--- src/rtl/matrix_mac_calculator.sv ---
`default_nettype none
// ============================================================================
//  Module      : matrix_mac_calculator
//  Description : Sequential N x N matrix engine. Computes A*B with a single
//                multiply-accumulate datapath, or element-wise A+B, behind a
//                start/done handshake. Results are truncated to W bits, and
//                overflow is flagged.
//  Revision    : 1.0 - initial release
// ============================================================================
module matrix_mac_calculator #(
    parameter int N = 3,
    parameter int W = 16
) (
    input  logic             clk,
    input  logic             rst,
    input  logic             start,
    input  logic             mode,
    input  logic [N*N*W-1:0] A,
    input  logic [N*N*W-1:0] B,
    output logic             busy,
    output logic             done,
    output logic             overflow,
    output logic [N*N*W-1:0] Result
);

    localparam int c_NN = N * N;
    localparam int c_IW = $clog2(N);
    localparam int c_EW = $clog2(N * N);
    localparam int c_AW = 2 * W + $clog2(N);

    localparam logic [c_IW-1:0] c_ONE  = c_IW'(1);
    localparam logic [c_IW-1:0] c_LAST = c_IW'(N - 1);

    localparam logic [1:0] c_IDLE    = 2'd0;
    localparam logic [1:0] c_COMPUTE = 2'd1;
    localparam logic [1:0] c_FINISH  = 2'd2;

    logic [1:0]       r_state;
    logic [1:0]       w_state_nxt;
    logic [N*N*W-1:0] r_a;
    logic [N*N*W-1:0] r_b;
    logic             r_mode;
    logic [c_IW-1:0]  r_i;
    logic [c_IW-1:0]  r_j;
    logic [c_IW-1:0]  r_k;
    logic [c_AW-1:0]  r_acc;
    logic             r_ovf_acc;
    logic             r_done;
    logic             r_overflow;
    logic [W-1:0]     r_buf    [c_NN];
    logic [W-1:0]     r_result [c_NN];

    logic [W-1:0]     w_a_el [c_NN];
    logic [W-1:0]     w_b_el [c_NN];
    logic [c_EW-1:0]  w_idx_ij;
    logic [c_EW-1:0]  w_idx_ik;
    logic [c_EW-1:0]  w_idx_kj;
    logic [2*W-1:0]   w_prod;
    logic [c_AW-1:0]  w_acc_sum;
    logic [W:0]       w_add;
    logic             w_i_last;
    logic             w_j_last;
    logic             w_k_last;
    logic             w_last;

    // Element (0,0) sits at the MSB of every flat bus
    for (genvar e = 0; e < c_NN; e++) begin : g_elem
        assign w_a_el[e] = r_a[(c_NN-e)*W-1 -: W];
        assign w_b_el[e] = r_b[(c_NN-e)*W-1 -: W];
        assign Result[(c_NN-e)*W-1 -: W] = r_result[e];
    end

    assign w_idx_ij  = c_EW'(r_i) * c_EW'(N) + c_EW'(r_j);
    assign w_idx_ik  = c_EW'(r_i) * c_EW'(N) + c_EW'(r_k);
    assign w_idx_kj  = c_EW'(r_k) * c_EW'(N) + c_EW'(r_j);
    assign w_prod    = (2*W)'(w_a_el[w_idx_ik]) * (2*W)'(w_b_el[w_idx_kj]);
    assign w_acc_sum = r_acc + c_AW'(w_prod);
    assign w_add     = {1'b0, w_a_el[w_idx_ij]} + {1'b0, w_b_el[w_idx_ij]};

    assign w_i_last = (r_i == c_LAST);
    assign w_j_last = (r_j == c_LAST);
    assign w_k_last = (r_k == c_LAST);
    assign w_last   = r_mode ? (w_i_last & w_j_last) : (w_i_last & w_j_last & w_k_last);

    assign busy     = (r_state != c_IDLE);
    assign done     = r_done;
    assign overflow = r_overflow;

    // State register
    always_ff @(posedge clk or posedge rst) begin
        if (rst) r_state <= c_IDLE;
        else     r_state <= w_state_nxt;
    end

    // Next-state: accept in IDLE, leave COMPUTE on the last element, FINISH lasts one cycle
    always_comb begin
        w_state_nxt = r_state;
        case (r_state)
            c_IDLE:    if (start)  w_state_nxt = c_COMPUTE;
            c_COMPUTE: if (w_last) w_state_nxt = c_FINISH;
            c_FINISH:  w_state_nxt = c_IDLE;
            default:   w_state_nxt = c_IDLE;
        endcase
    end

    // Operand capture, index walk, accumulation and result publication
    always_ff @(posedge clk or posedge rst) begin
        if (rst) begin
            r_a        <= '0;
            r_b        <= '0;
            r_mode     <= 1'b0;
            r_i        <= '0;
            r_j        <= '0;
            r_k        <= '0;
            r_acc      <= '0;
            r_ovf_acc  <= 1'b0;
            r_done     <= 1'b0;
            r_overflow <= 1'b0;
            for (int x = 0; x < c_NN; x++) begin
                r_buf[x]    <= '0;
                r_result[x] <= '0;
            end
        end else begin
            r_done <= 1'b0;
            case (r_state)
                c_IDLE: begin
                    if (start) begin
                        r_a       <= A;
                        r_b       <= B;
                        r_mode    <= mode;
                        r_i       <= '0;
                        r_j       <= '0;
                        r_k       <= '0;
                        r_acc     <= '0;
                        r_ovf_acc <= 1'b0;
                    end
                end
                c_COMPUTE: begin
                    if (r_mode || w_k_last) begin
                        // One output element completes this cycle; step to the next (i,j)
                        if (r_mode) begin
                            r_buf[w_idx_ij] <= w_add[W-1:0];
                            r_ovf_acc       <= r_ovf_acc | w_add[W];
                        end else begin
                            r_buf[w_idx_ij] <= w_acc_sum[W-1:0];
                            r_ovf_acc       <= r_ovf_acc | (|w_acc_sum[c_AW-1:W]);
                            r_acc           <= '0;
                            r_k             <= '0;
                        end
                        if (w_j_last) begin
                            r_j <= '0;
                            r_i <= w_i_last ? '0 : r_i + c_ONE;
                        end else begin
                            r_j <= r_j + c_ONE;
                        end
                    end else begin
                        r_acc <= w_acc_sum;
                        r_k   <= r_k + c_ONE;
                    end
                end
                c_FINISH: begin
                    r_result   <= r_buf;
                    r_overflow <= r_ovf_acc;
                    r_done     <= 1'b1;
                end
                default: ;
            endcase
        end
    end

endmodule
`default_nettype wire

--- config.mk ---
export PLATFORM = sky130hd
export DESIGN_NAME = matrix_mac_calculator
export DESIGN_NICKNAME = d
export VERILOG_FILES = /design/src/rtl/matrix_mac_calculator.sv
export SDC_FILE = /design/constraint.sdc
export NUM_CORES = 2
export LEC_CHECK = 0
export ABC_AREA = 1
export CAP_MARGIN = 20
export CELL_PAD_IN_SITES_DETAIL_PLACEMENT = 1
export CELL_PAD_IN_SITES_GLOBAL_PLACEMENT = 2
export CORE_MARGIN = 4
export CORE_UTILIZATION = 35
export DETAILED_ROUTE_END_ITERATION = 12
export GPL_ROUTABILITY_DRIVEN = 0
export PLACE_DENSITY_LB_ADDON = 0.1
export SLEW_MARGIN = 0
export SYNTH_ARGS = -nofsm -noshare
export SYNTH_HDL_FRONTEND = slang
export SYNTH_SLANG_ARGS = --single-unit
--- constraint.sdc ---
create_clock -name clk -period 41.5 [get_ports clk]
set_clock_uncertainty 0.15 [all_clocks]
set_input_delay 10.375 -clock clk [delete_from_list [all_inputs] [get_ports clk]]
set_output_delay 10.375 -clock clk [all_outputs]
set_load 0.005 [all_outputs]
# [Word-level counts from Yosys, hierarchy flattened]
# Cells that the tools add are included.
# Widths: inputs -> output; s select.
[op_classes] addsub=8 multipliers=3 n_lt_le_gt_ge=4 n_eq_ne=10 mux=41 bitwise_logic=7 n_reduce_logical=12
[op_table] operator="$bwmux 144" count=2
[op_table] operator="$bmux 16 s4" count=4
[op_table] operator="$mux 144" count=1
[op_table] operator="$mux 16" count=9
[op_table] operator="$mux 34" count=3
[op_table] operator="$pmux 34 s2" count=1
[op_table] operator="$demux 16 s4" count=1
[op_table] operator="$add 34x32->34" count=1
[op_table] operator="$mul 16x16->32" count=1
[op_table] operator="$mux 2" count=10
[op_table] operator="$reduce_or 18->1" count=1
[op_table] operator="$add 16x16->17" count=1
[op_table] operator="$pmux 2 s2" count=4
[op_table] operator="$ge 5x5->1 const B" count=3
[op_table] operator="$not 4->5" count=3
[op_table] operator="$add 4x2->4" count=3
[op_table] operator="$eq 2x2->1 const B" count=4
[op_table] operator="$mul 2x2->4 const B" count=2
[op_table] operator="$ne 2x2->1 const B" count=4
[op_table] operator="$add 2x1->2 const B" count=3
[op_table] operator="$reduce_and 2->1" count=3
[op_table] operator="$reduce_and 3->1" count=2
[op_table] operator="$lt 5x1->1 const B" count=1
[op_table] operator="$mux 1" count=5
[op_table] operator="other kinds (10)" count=13
[totals] ff_bits=622 inputBits=292 output_inout_bits=147 elab_cells=114

# [Depth between registers and ports, before layout]
[depth] ltp_word=13 depth_mapped=43 mapped_depth_nobuf=42

# [Least setup slack after synthesis]
# OpenSTA, ideal clock, no wires.
[synth_timing] path_kind="in2reg" startpoint="input start" endpoint="register r_a[12]" setup_ns=0.083 arrival_ns=11.324 t_required_ns=41.267 path_slack_ns=29.944 cell_stages=6 path_buffers=2 path_cell_list="nand2_1 inv_2 clkbuf_1 buf_1 nand2_1 o21ai_0"
[synth_via] elab_chain_cells=1
[synth_rtl] item="start, declared" line_no="16" rtl="input logic start,"
[synth_rtl] item="$reduce_and 2->1 (no source line)"
[synth_rtl] item="end signal, assigned" line_no="109" rtl="r_a <= '0;"
[synth_rtl] item="end signal, assigned" line_no="128" rtl="r_a <= A;"
[synth_rtl] item="end, declared" line_no="40" rtl="logic [N*N*W-1:0] r_a;"
# No other way between the ends.
# A chain may end at the register's enable or synchronous reset.

==> impl_metrics.ini <==
[status]
status = finished, final reports clean

[finish]
drive_above_1_share = 0.0504
area_growth_pct = 21.3
n_fill_cell = 13310
nNetsFinal = 5918
utilization = 0.428
n_antenna_cell = 0

[sta]
rsz0062_at_grt = no
finalSetupViolations = 0
setup_tns_ns = 0
period_share = 0.320
setup_ws_ns = 28.20
min_period_ns = 13.30
slew_headroom = 0.117
tightest_slew_ns = 1.32
max_freq_mhz = 75.2
hold_violations = 0
drv_slew = 0

[worst_hold_path]
hp-start = r_buf[81]$_DFFE_PP0P_
min_to = Result[81]$_DFFE_PP0P_
whs_path_depth = 2
hp-class = reg2reg

[logic_synthesis]
synth-simple-area-share = 0.208
synth_top_family_by_area = simple AND/OR/NAND/NOR gates
avgSynthCellArea_um2 = 7.95
yosysWarnings = 0
ys.flop_type = dfrtp_1
ys_types = 59
synth_compound_area_frac = 0.129
synth_xor_area_frac = 0.00522
synth_edf_count = 0
synth.net_count = 5572
syn_area_um2 = 39100
postSynthCellCount = 4914
async_reset_ff_frac = 1.00
synthMuxAreaShare = 0
synthAdderAreaFrac = 0.162
yosysSeqAreaShare = 0.399
synth_seq_cells = 622

[setup_path]
r2r_setup_slack_ns = 30.14
cp_max_fo = 102
r2r_end = r_ovf_acc$_DFFE_PP0P_
worstReg2RegStart = r_k[1]$_DFFE_PP0P_
crit_arrival_ns = 13.84
reg2reg_depth = 33
startpoint_type = input port
crit_path_end_kind = async pin
cp.required_ns = 42.04
path_class = in2async

[clock_tree]
cts_setup_buffers = 0
cts-root-buf = clkbuf_16
cts-resized-gates = 0
cts_buffers = 78
cts_sinks = 622
clk_latency_ns = 0.67
cts_max_level = 3
clk_path_buf_depth = 3
cts_tree = done
ctsHoldBuffers = 0
clk_pin_slew_ns = 0.06

[die]
start_util = 0.353
io_pins = 439
core.rowCount = 122
die_w_um = 342
die_area_um2 = 117000
core_um2 = 111000
die_y_um = 342

[grt]
grt_pass1_wl_um = 236000
antenna_found_initial = 1
gr-usage-all-layers = 0.267
grt_max_degree = 207
grt_pass1_vias = 36648
grt.overflow.total = 0

[drt]
wl_per_cell_um = 23.0
drc = 0
drt_iter0_markers = 2548
postRouteAntennaNets = 0
viasPerCell = 5.12
drt-total-wl_um = 157000
drtPass1Iterations = 6
vias = 34866

[place]
post-place-ws_ns = 27.42
hpwl_um = 118000
io_buffers = 438

[job]
max_cap_viol_count = 0
[cell usage in the layout, fill, tap and decap left out, types with 7 or more instances in the layout]
cell / netlist / routed
nand4_1: 13 / 13
clkbuf_1: 128 / 15
buf_4: 13 / 49
a221oi_1: 12 / 12
o21ai_1: 15 / 15
xnor2_1: 8 / 8
nand2_2: 7 / 8
ha_1: 135 / 133
clkdlybuf4s50_1: 0 / 438
nor2_4: 7 / 7
a32oi_2: 8 / 8
clkinv_2: 0 / 15
nand2_1: 1609 / 1606
clkbuf_8: 0 / 18
a211oi_1: 11 / 11
o21ai_0: 475 / 475
nor2_2: 7 / 7
dfrtp_1: 622 / 622
o22ai_1: 84 / 84
a2111oi_0: 15 / 11
a21oi_1: 150 / 150
o311ai_0: 15 / 15
inv_2: 40 / 39
nand3_1: 113 / 113
fa_1: 231 / 231
nor2_1: 296 / 296
xor2_1: 9 / 9
clkbuf_16: 0 / 79
o21a_1: 8 / 8
inv_1: 697 / 696
o221ai_1: 40 / 40
[sequential cells by signal (all words and copies together) (netlist names)]
| signal | flops |
|---|---|
| r_mode | 1 |
| r_buf | 144 |
| done | 1 |
| Result | 144 |
| r_k | 2 |
| r_acc | 34 |
| r_i | 2 |
| r_j | 2 |
| r_b | 144 |
| r_ovf_acc | 1 |
| overflow | 1 |
| r_state | 2 |
| r_a | 144 |
[cell type report]
cell class | instances | area, µm² | share of cell area
multi-input cells | 3324 | 19700 | 0.416
flip-flops and latches | 622 | 15600 | 0.329
repair buffers | 489 | 4790 | 0.101
inverters | 745 | 2820 | 0.0596
clock buffers | 112 | 2280 | 0.0481
well taps | 1488 | 1860 | 0.0393
clock inverters | 30 | 330 | 0.00697
[synthesized netlist by cell type (60+ instances only)]
library cell  count  area [µm²]
nor2_1          296        1110
clkbuf_1        128         480
nand3_1         113         566
o22ai_1          84         526
inv_1           697        2620
a21oi_1         150         751
fa_1            231        4620
o21ai_0         475        2380
dfrtp_1         622       15600
buf_2            60         300
nand2_1        1609        6040
ha_1            135        1690
[logic make-up (layout without fill, tap and decap cells)]
group,after synthesis,after routing
AO/OA/AOI/OAI,870,870
XOR/XNOR,19,19
adder cells (fa/ha/maj),366,366
buffers and inverters,968,1376
flip-flops,622,622
AND/OR/NAND/NOR,2069,2069
[routing by layer]
| metal | routed length [µm] | GRT usage |
|---|---|---|
| met5 | 12 | 0 |
| met1 | 71100 | 0.371 |
| met3 | 8450 | 0.0406 |
| met2 | 73700 | 0.443 |
| met4 | 3300 | 0.0580 |
[per-stage QoR]
step / cells / hold WS (ns) / area (µm²)
after floorplan: 4914 / 0.287 / 39100
after global placement: 6668 / 0.302 / 44800
after detailed placement: 6668 / 0.308 / 44800
after CTS: 6810 / 0.316 / 47400
after global routing: 6810 / 0.341 / 47400
final: 6810 / 0.312 / 47400
[how the worst max path moves through the flow]
stage / startpoint / end / slack (ns) / cells after the start
after floorplan: rst / Result[0]$_DFFE_PP0P_ / 13.56 / 1
after global placement: rst / r_b[118]$_DFFE_PP0P_ / 27.45 / 5
after detailed placement: rst / r_acc[1]$_DFFE_PP0P_ / 27.42 / 5
after CTS: rst / r_b[118]$_DFFE_PP0P_ / 28.13 / 5
after global routing: rst / r_b[118]$_DFFE_PP0P_ / 27.74 / 5
final: rst / r_b[118]$_DFFE_PP0P_ / 28.20 / 5
[critical path, cell delays in order]
cell	delay, ns
clkdlybuf4s50_1	0.49
inv_8	0.54
buf_4	0.72
buf_4	0.73
buf_4	0.73
Power is not shown: default switching activity piles up to over one toggle a cycle in this logic, so the estimate is an artifact.
